[src/rtl/icache_responder.sv]
// Direct-mapped, read-only instruction cache with one-word blocks, filled over iREN/iwait/iload.
// Optional hit/miss statistics counters are built only when ICACHE_STATS_EN is defined.
module icache_responder #(
    parameter int SETS = 16
) (
    input  logic        CLK,
    input  logic        RST,
    input  logic        imemREN,
    input  logic [31:0] imemaddr,
    output logic        ihit,
    output logic [31:0] imemload,
    output logic        iREN,
    output logic [31:0] iaddr,
    input  logic        iwait,
    input  logic [31:0] iload
`ifdef ICACHE_STATS_EN
    ,
    output logic [31:0] hit_cnt,
    output logic [31:0] miss_cnt
`endif
);

    localparam int IDXW = $clog2(SETS);
    localparam int TAGW = 30 - IDXW;

    typedef enum logic {
        IDLE  = 1'b0,
        FETCH = 1'b1
    } state_t;

    state_t            state_q, state_d;
    logic [SETS-1:0]   valid_q, valid_d;
    logic [29:0]       miss_word_q, miss_word_d;
    logic [TAGW-1:0]   tag_q  [SETS];
    logic [31:0]       data_q [SETS];

    logic [IDXW-1:0]   lookup_idx;
    logic [TAGW-1:0]   lookup_tag;
    logic [IDXW-1:0]   miss_idx;
    logic [TAGW-1:0]   miss_tag;
    logic              hit;
    logic              fill_we;
    logic              unused_byte_offset;

    assign unused_byte_offset = ^imemaddr[1:0];

    assign lookup_idx = imemaddr[IDXW+1:2];
    assign lookup_tag = imemaddr[31:IDXW+2];
    assign miss_idx   = miss_word_q[IDXW-1:0];
    assign miss_tag   = miss_word_q[29:IDXW];

    assign hit      = imemREN && valid_q[lookup_idx] && (tag_q[lookup_idx] == lookup_tag);
    assign ihit     = hit && (state_q == IDLE);
    assign imemload = data_q[lookup_idx];
    assign iaddr    = {miss_word_q, 2'b00};

    always_comb begin
        state_d     = state_q;
        valid_d     = valid_q;
        miss_word_d = miss_word_q;
        fill_we     = 1'b0;
        iREN        = 1'b0;
        case (state_q)
            IDLE: begin
                if (imemREN && !hit) begin
                    state_d     = FETCH;
                    miss_word_d = imemaddr[31:2];
                end
            end
            FETCH: begin
                iREN = 1'b1;
                // The fill always targets the latched miss address, whatever the datapath does now.
                if (!iwait) begin
                    fill_we           = 1'b1;
                    valid_d[miss_idx] = 1'b1;
                    state_d           = IDLE;
                end
            end
            default: state_d = IDLE;
        endcase
    end

    always_ff @(posedge CLK) begin
        if (RST) begin
            state_q     <= IDLE;
            valid_q     <= '0;
            miss_word_q <= '0;
        end else begin
            state_q     <= state_d;
            valid_q     <= valid_d;
            miss_word_q <= miss_word_d;
        end
    end

    // Tag and data arrays carry no reset; a response landing on a reset edge is dropped.
    always_ff @(posedge CLK) begin
        if (fill_we && !RST) begin
            tag_q[miss_idx]  <= miss_tag;
            data_q[miss_idx] <= iload;
        end
    end

`ifdef ICACHE_STATS_EN
    logic [31:0] hit_cnt_q, hit_cnt_d;
    logic [31:0] miss_cnt_q, miss_cnt_d;

    always_comb begin
        hit_cnt_d  = hit_cnt_q + {31'b0, ihit};
        miss_cnt_d = miss_cnt_q + {31'b0, (state_q == IDLE) && (state_d == FETCH)};
    end

    always_ff @(posedge CLK) begin
        if (RST) begin
            hit_cnt_q  <= '0;
            miss_cnt_q <= '0;
        end else begin
            hit_cnt_q  <= hit_cnt_d;
            miss_cnt_q <= miss_cnt_d;
        end
    end

    assign hit_cnt  = hit_cnt_q;
    assign miss_cnt = miss_cnt_q;
`endif

endmodule
[config.mk]
export PLATFORM = sky130hd
export DESIGN_NAME = icache_responder
export DESIGN_NICKNAME = d
export VERILOG_FILES = /design/src/rtl/icache_responder.sv
export SDC_FILE = /design/constraint.sdc
export NUM_CORES = 1
export LEC_CHECK = 0
export CAP_MARGIN = 0
export CORE_ASPECT_RATIO = 1.5
export CORE_MARGIN = 8
export CORE_UTILIZATION = 30
export DETAILED_ROUTE_END_ITERATION = 10
export PLACE_DENSITY = 0.43
export SYNTH_ARGS = -nofsm -noshare
export SYNTH_HDL_FRONTEND = slang
export SYNTH_SLANG_ARGS = --single-unit
[constraint.sdc]
create_clock -name CLK -period 9.9 [get_ports CLK]
set_clock_uncertainty 0.05 [all_clocks]
set_input_delay 1.98 -clock CLK [delete_from_list [all_inputs] [get_ports CLK]]
set_output_delay 1.98 -clock CLK [all_outputs]
set_load 0.01 [all_outputs]
==> metrics.md <==
| Metric | Value |
|---|---|
| Status | finished clean |
| Initial core utilization | 30.1% |
| RSZ-0062 raised after global routing | no |
| Total Nets Final | 2072 |
| Total Wirelength | 107000 µm |
| Hold crit path type | reg2reg |
| Crit Path Class | in2out |
| Register area share after synthesis | 75.0% |
| Gate Count Post-Synth | 1847 |
| Htree depth | 3 |
| Initial antenna violation count | 9 |
| Die Area | 140000 µm² |
| Max Buffers Root-to-Sink | 3 |
| Clock transition at the registers of the reported paths | 60 ps |
| Post-synthesis async set-or-reset flop share | 0% |
| Congestion Overflow GR | 0 |
| Synth Flop Type | edfxtp_1 |
| R2r setup slk | 6010 ps |
| VDD IR max | 0.000129 V |
| Antenna-violating nets left | 0 |
| Period utilisation layout | 83.7% |
| Power Density | 195 nW/µm² |
| CTS sink cnt | 975 |
| Final Critical Period | 8280 ps |
| Lkg Pwr | 14.0 nW |
| Pre-CTS setup slack | 1630 ps |
| Setup violators final | 0 |
| Yosys cell types | 60 |
| R2R Path Start | tag_q[8][18] |
| DR vias/cell | 5.05 |
| EDFF count, synth | 928 |
| CTS buffer count | 97 |
| Max-slew violations | 0 |
| Worst setup path endpoint | ihit |
| Die X-Extent | 308 µm |
| Warnings from Yosys | 0 |
| Syn_area_per_cell | 20.8 µm² |
| Global-route wire length before repair | 153000 µm |
| CTS tree | yes |
| GR Util All Layers | 15.1% |
| Layout cells sized above 1 | 22.1% |
| CP Launch Point | imemaddr[4] |
| Clk_lat worst skew | 670 ps |
| Clk root buf | clkbuf_16 |
| Worst slew pin tran | 1050 ps |
| Worst R2R Path Depth | 8 |
| Row Count | 161 |
| Hold buffers post-CTS | 0 |
| DR iter-0 viols | 1406 |
| Via count | 19100 |
| Max_cap viols | 0 |
| Relative slew slack | 30.1% |
| Post-CTS Setup Bufs | 0 |
| # DRC | 0 |
| Die Y | 454 µm |
| Hold Violations, Final | 0 |
| WL/cell | 28.2 µm |
| Vias in the first global route | 20500 |
| Detailed placement HPWL | 58200 µm |
| Arrival time worst endpoint | 6250 ps |
| Drt pass-1 iters | 5 |
| Largest net degree at the start of global routing | 84 |
| IO Count | 134 |
| Worst path required time | 7870 ps |
| Setup crit start kind | input port |
| Setup TNS | 0 ps |
| Critical path peak fanout | 41 |
| Fillers | 12000 |
| Area grow syn2layout | 16.7% |
| Netlist Area Pre-Place | 38400 µm² |
| Core area | 128000 µm² |
| Yosys reg bits | 975 |
| # port buffers | 129 |
| CTS resizes | 0 |
| Achievable Freq | 121 MHz |
| Fin worst setup slack | 1620 ps |
| Reg-to-reg endpoint | miss_word_q[16] |
| Crit end category | output pin |
| Placer Congestion | 0.748 |
Yosys cell counts, types with 6 or more instances:
master	number	area, µm²
edfxtp_1	928	27900
nand4_1	6	37.5
clkbuf_1	70	263
nand3_1	15	75.1
mux2i_1	66	661
a221oi_1	9	78.8
nor2_1	32	120
a22oi_1	6	45.0
inv_1	11	41.3
mux2_2	11	124
nand2b_1	16	100
a32oi_1	32	280
nand2_1	52	195
xor2_1	8	70.1
a21o_1	18	135
buf_2	16	80.1
a221o_1	7	70.1
nor3b_1	24	180
xnor2_1	16	140
mux4_2	240	5410
a21oi_1	7	35.0
o22ai_1	9	56.3
o21ai_0	40	200
nor3_1	25	125
buf_4	9	67.6
o311ai_1	30	263
buf_1	15	56.3
buf_6	10	113
dfxtp_1	47	941
layout make-up:
type | count | area (µm²) | share of cell area, %
Antenna cell | 6 | 15.0 | 0.0335
Clock buffer | 115 | 2540 | 5.66
Clock inverter | 55 | 495 | 1.11
Inverter | 11 | 43.8 | 0.0977
Multi-Input combinational cell | 742 | 9080 | 20.3
Sequential cell | 975 | 28800 | 64.3
Tap cell | 1711 | 2140 | 4.78
Timing Repair Buffer | 177 | 1690 | 3.77
critical path, stage by stage:
cell             delay (ps)
buf_4                   530
buf_4                   730
mux4_2                  410
mux2i_1                 310
o32ai_1                 160
nor4b_1                 380
a31oi_1                 130
or3_2                   540
nor4_1                  390
clkdlybuf4s50_1         630
cells in the final DEF, fill, tap and decap left out, types with 7 or more instances in the layout:
cell type	count
clkdlybuf4s50_1	125
clkbuf_1	16
bufinv_16	9
xnor2_1	16
inv_1	9
edfxtp_1	928
dfxtp_1	47
nor3b_1	24
mux4_2	240
mux2_2	11
a221oi_1	9
clkbuf_16	99
nor2_1	20
buf_4	46
a32oi_1	32
nand2b_1	15
o21ai_0	40
a21o_1	18
nand2_1	52
o311ai_1	30
clkinv_2	15
xor2_1	8
o22ai_1	9
a21oi_1	7
nor2_4	12
mux2i_1	66
clkinv_1	23
nor3_1	21
a221o_1	7
nand3_1	15
state kept, by name, indices dropped and copies added, names as in the netlist:
name and count:
valid_q 16, tag_q 416, state_q 1, data_q 512
miss_word_q 30
metal layers:
layer	share of wire, %	vias to the layer above	routed length (µm)	track usage (%)
li1	-	8123	-	-
met1	41	10400	44100	19.0
met2	52	471	55400	26.7
met3	4.7	134	5020	2.60
met4	2.1	8	2290	4.30
met5	0.047	-	50	0
cell families (layout without fill, tap and decap cells):
group                  count (synthesis)  in the layout  synth area share [%]
AO/OA/AOI/OAI                        193            193                  3.82
AND/OR/NAND/NOR                      206            206                  2.85
multiplexers                         317            317                  16.1
other                                  1              8               0.00977
XOR/XNOR                              24             24                 0.547
flip-flops                           975            975                  75.0
buffers and inverters                131            358                  1.62
power breakdown:
part	internal, mW	total (mW)	leakage (nW)	switching [mW]
registers	4.57	4.63	8.83	0.0649
logic	0.227	0.511	3.65	0.284
clock network	2.05	3.59	1.48	1.53
how the worst min path moves through the flow:
stage | startpoint | endpoint | slack, ps | cells after the start
after detailed placement | valid_q[6] | valid_q[6] | 390 | 1
after CTS | valid_q[6] | valid_q[6] | 410 | 1
after global placement | valid_q[3] | valid_q[3] | 380 | 1
after global routing | valid_q[0] | valid_q[0] | 430 | 1
after floorplan | valid_q[14] | valid_q[14] | 370 | 1
final | valid_q[6] | valid_q[6] | 400 | 1
through the flow:
step	hold WS (ps)	utilization, %	area, µm²	total power [mW]	std cells
6_report	400	35.1	44800	8.73	3792
3_3_place_gp	377	32.7	41800	5.24	3616
5_1_grt	428	35.1	44800	9.03	3787
2_1_floorplan	371	-	38400	4.98	1848
3_5_place_dp	392	32.7	41800	5.25	3616
4_1_cts	406	35.1	44800	8.87	3786
Note: power is estimated with default switching activity, not from simulation.
==> variant 1 (config.mk and constraints unchanged) <==
The option `ICACHE_STATS_EN` is turned on by a define.
--- a/src/rtl/icache_responder.sv
+++ b/src/rtl/icache_responder.sv
@@ -2,2 +2,4 @@
 // Optional hit/miss statistics counters are built only when ICACHE_STATS_EN is defined.
+`define ICACHE_STATS_EN
+
 module icache_responder #(
New outputs: hit_cnt and miss_cnt. Function: not settled (the Yosys comparison gave no result); the edit may change what the design does.
==> variant 1 against the original RTL <==
  * Area after synthesis rose by 6.8%
  * Worst setup slack improved by 69 ps
  * Utilization increased by 0.64 points
  * Cell area rose by 8.5%
  * Sequential cell count is 64 higher
  * Wire length grew 6.1%
  * Power rose by 9.8%
  * Critical path depth unchanged
==> variant 1: results (changes against the original RTL) <==
cts-buffers-inserted: 107  # +10%
seq_area_frac_synth_pct: 73.4  # -1.7 points
outcome: "finished, final reports clean"
critPathMaxFanout: 57  # +39%
use_met2_pct: 25.7  # -0.96 points
synthAdderAreaFrac_pct: 0.153  # +0.15 points
rrSetupSlack_ps: 4390  # -1620 ps
globalplace.congestion: 0.763  # +2.0%
muxShareOfSynthArea_pct: 15.8  # -0.28 points
seq_share_pct: 61.9  # -2.4 points
grt_max_degree: 90  # +7.1%
timing.final.crit_share_pct: 83.0  # -0.70 points
n_antenna_cell: 8  # +2
drive_above_1_share_pct: 20.7  # -1.5 points
vdd_ir_drop_max_v: 0.000129  # +0.35%
drt_wl_total_mm: 113  # +6.1%
wl_met2_mm: 56.3  # +1.6%
synth_compound_area_share_pct: 1.82  # -2.0 points
min_to: "valid_q[14]"
hold_ws_ps: 403  # +3.00 ps
met3_usage_pct: 3.21  # +0.61 points
seq_cell_count: 1039  # +6.6%
ys_types: 62  # +3.3%
slew_headroom_pct: 23.9  # -6.2 points
numPortBuffers: 193  # +50%
gr-usage-met1_pct: 19.0  # +0.076 points
synth-xor-area-share_pct: 1.64  # +1.1 points
hpwl_mm: 60.6  # +4.1%
fin_cells: 4168  # +9.9%
synth_common_cells: "edfxtp_1, mux4_2, dfxtp_1"
nonClkBufAreaFrac_pct: 4.84  # +1.1 points
signal_buffers: 247  # +40%
grt_pass1_vias: 22300  # +8.9%
multi_input_gates: 906  # +22%
post-place-cells: 3964  # +9.6%
inv_count: 8  # -3
avgViaCountPerCell: 5.01  # -0.67%
yosys-top-cells-area: "edfxtp_1, mux4_2, dfxtp_1"
routed-wl-met3_mm: 6.13  # +22%
p_leak_nw: 15.5  # +11%
grt_antenna_before_repair: 11  # +2
==> variant 1: cell count changes in the layout (fill, tap and decap cells not counted), sizes merged, moves of 11 or more <==
cell,before,now
xnor2,16,36
o311ai,30,0
nand4,6,53
o21ai,40,13
mux4,240,257
clkdlybuf4s50,125,188
dfxtp,47,111
nor2,32,86
clkbuf,115,139
or3,3,14
xor2,8,41
nand2,52,39
nand3,15,51
or2b,0,20
==> variant 1: cell families after synthesis <==
kind of cell / Yosys count
adders and majority gates: 5
AOI/OAI and AO/OA: 100
DFF: 1039
and+or+nand+nor: 397
other: 1
xor gates and xnor gates: 77
muxes: 325
buffers and inverters: 123
==> variant 1: worst max-delay path, stage by stage <==
cell and delay, ps:
buf_8 440, nor2b_1 580, a22oi_1 220, a211o_1 330
nand3_1 150, o2111ai_1 300, nor4b_1 660, o2111ai_1 340
nor2_1 350, clkdlybuf4s50_1 620
==> variant 1: power breakdown <==
group	switching, mW	total (mW)	internal (mW)
sequential	0.0599	4.89	4.83
clock	1.73	4.18	2.45
combinational	0.279	0.507	0.229
==> variant 1: worst max-delay path by stage <==
stage / from / to / slack, ps
after detailed placement: imemaddr[3] / ihit / 1590
final: imemaddr[2] / ihit / 1690
after global placement: imemaddr[3] / ihit / 1630
after CTS: imemaddr[3] / ihit / 1590
after floorplan: RST / data_q[0][0] / 2630
after global routing: imemaddr[4] / ihit / 1480
==> variant 1: stage by stage <==
step           setup WS (ps)  cell area, sq um  power (mW)
6_report                1690             48600        9.58
5_1_grt                 1480             48600        9.91
4_1_cts                 1590             48600        9.74
3_5_place_dp            1590             45000        5.51
3_3_place_gp            1630             45000        5.50
2_1_floorplan           2630             41000        5.25
==> variant 2 (config.mk and constraints unchanged) <==
Made on the original files. Take the reset off `miss_word_q` and load it in a clocked block of its own.
--- a/src/rtl/icache_responder.sv
+++ b/src/rtl/icache_responder.sv
@@ -86,3 +86,2 @@
             valid_q     <= '0;
-            miss_word_q <= '0;
         end else begin
@@ -90,4 +89,7 @@
             valid_q     <= valid_d;
-            miss_word_q <= miss_word_d;
         end
+    end
+
+    always_ff @(posedge CLK) begin
+        miss_word_q <= miss_word_d;
     end
Function: not settled (the Yosys comparison gave no result); the edit may change what the design does.
==> variant 2 against the original RTL <==
  * Worst setup slack improved by 220 ps
  * Wire length is 8.6% lower
  * Area after synthesis shrank 2.6%
  * Maximum frequency increased by 2.7%
  * Count of clock-buffer cells in the layout stayed put
  * Sequential cell count unchanged
  * Power decreased by 1.8%
  * Cell area fell by 2.4%
  * Critical path type unchanged
==> variant 2: results (changes against the original RTL) <==
cp-startpoint: "imemaddr[3]"
rr_startpoint: "miss_word_q[2]"
grt_first_pass_wirelength_mm: 140  # -8.2%
met3_usage_pct: 2.75  # +0.15 points
syn_avg_cell_area_sq_um: 23.4  # +13%
grt_max_degree: 88  # +4.8%
drtPass1Iterations: 4  # -1
outcome: "finished, final reports clean"
globalplace.congestion: 0.720  # -3.7%
drive_above_1_share_pct: 26.0  # +3.9 points
max_freq_mhz: 124  # +2.7%
gr-usage-met1_pct: 18.1  # -0.89 points
fin_nets: 1862  # -10%
critPathMaxFanout: 87  # +110%
n_fill_cell: 11300  # -5.5%
cts-buffers-inserted: 94  # -3.1%
p_leak_nw: 13.4  # -4.3%
routed-wl-met3_mm: 3.86  # -23%
synth_common_cells: "edfxtp_1, mux4_2, mux2i_1"
hold_ws_ps: 425  # +24.7 ps
synth_edf_count: 958  # +3.2%
avgViaCountPerCell: 4.95  # -1.9%
rrSetupSlack_ps: 6330  # +320 ps
wl_met2_mm: 50.1  # -9.6%
min_from: "valid_q[14]"
worstHoldPathCells: 2  # +1
wl_met1_mm: 41.9  # -5.0%
grtUsageTotal_pct: 14.2  # -0.87 points
[variant 2: cell count changes in the layout (fill, tap and decap cells not counted), sizes merged, moves of 22 or more]
cell	delta
o21ai	-36
nand2	-34
mux2i	-32
a32oi	-31
dfxtp	-30
edfxtp	+30
o311ai	-30
mux4	+22
[variant 2: layout make-up]
type | count | area, sq um | share of cell area, %
Clock inverter | 47 | 479 | 1.10
Inverter | 22 | 85.1 | 0.194
Timing Repair Buffer | 180 | 1710 | 3.90
Multi-Input combinational cell | 521 | 7880 | 18.0
Clock buffer | 115 | 2490 | 5.70
Antenna cell | 4 | 10.0 | 0.0229
Tap cell | 1600 | 2000 | 4.57
Sequential cell | 975 | 29100 | 66.5
[variant 2: worst max-delay path, stage by stage]
cell	delay [ps]
buf_8	550
buf_4	610
mux4_2	390
mux2i_1	170
mux2_2	420
nor4_1	340
nand4_1	140
nor4_1	180
and4_1	310
nor2b_1	160
clkdlybuf4s50_1	550
[variant 2: per-stage QoR]
stage	cell area (sq um)	util, %
floorplan	37400	-
global placement	40800	33.0
detailed placement	40800	33.0
CTS	43800	35.4
global route	43800	35.4
finish	43800	35.4
[variant 2: logic make-up after synthesis]
family	after synthesis	share of synthesized area [%]
xor gates and xnor gates	30	0.723
AOI/OAI and AO/OA	71	1.40
and+or+nand+nor	112	1.60
muxes	306	17.0
other	1	0.0100
buffers and inverters	103	1.42
DFF	975	77.9
[variant 2: power groups by stage]
stage	clock [mW]	combinational, mW	sequential (mW)
final	3.54	0.447	4.59
after global routing	3.79	0.483	4.59
after CTS	3.66	0.465	4.59
after detailed placement	0	0.463	4.68
after global placement	0	0.461	4.68
after floorplan	0	0.248	4.67
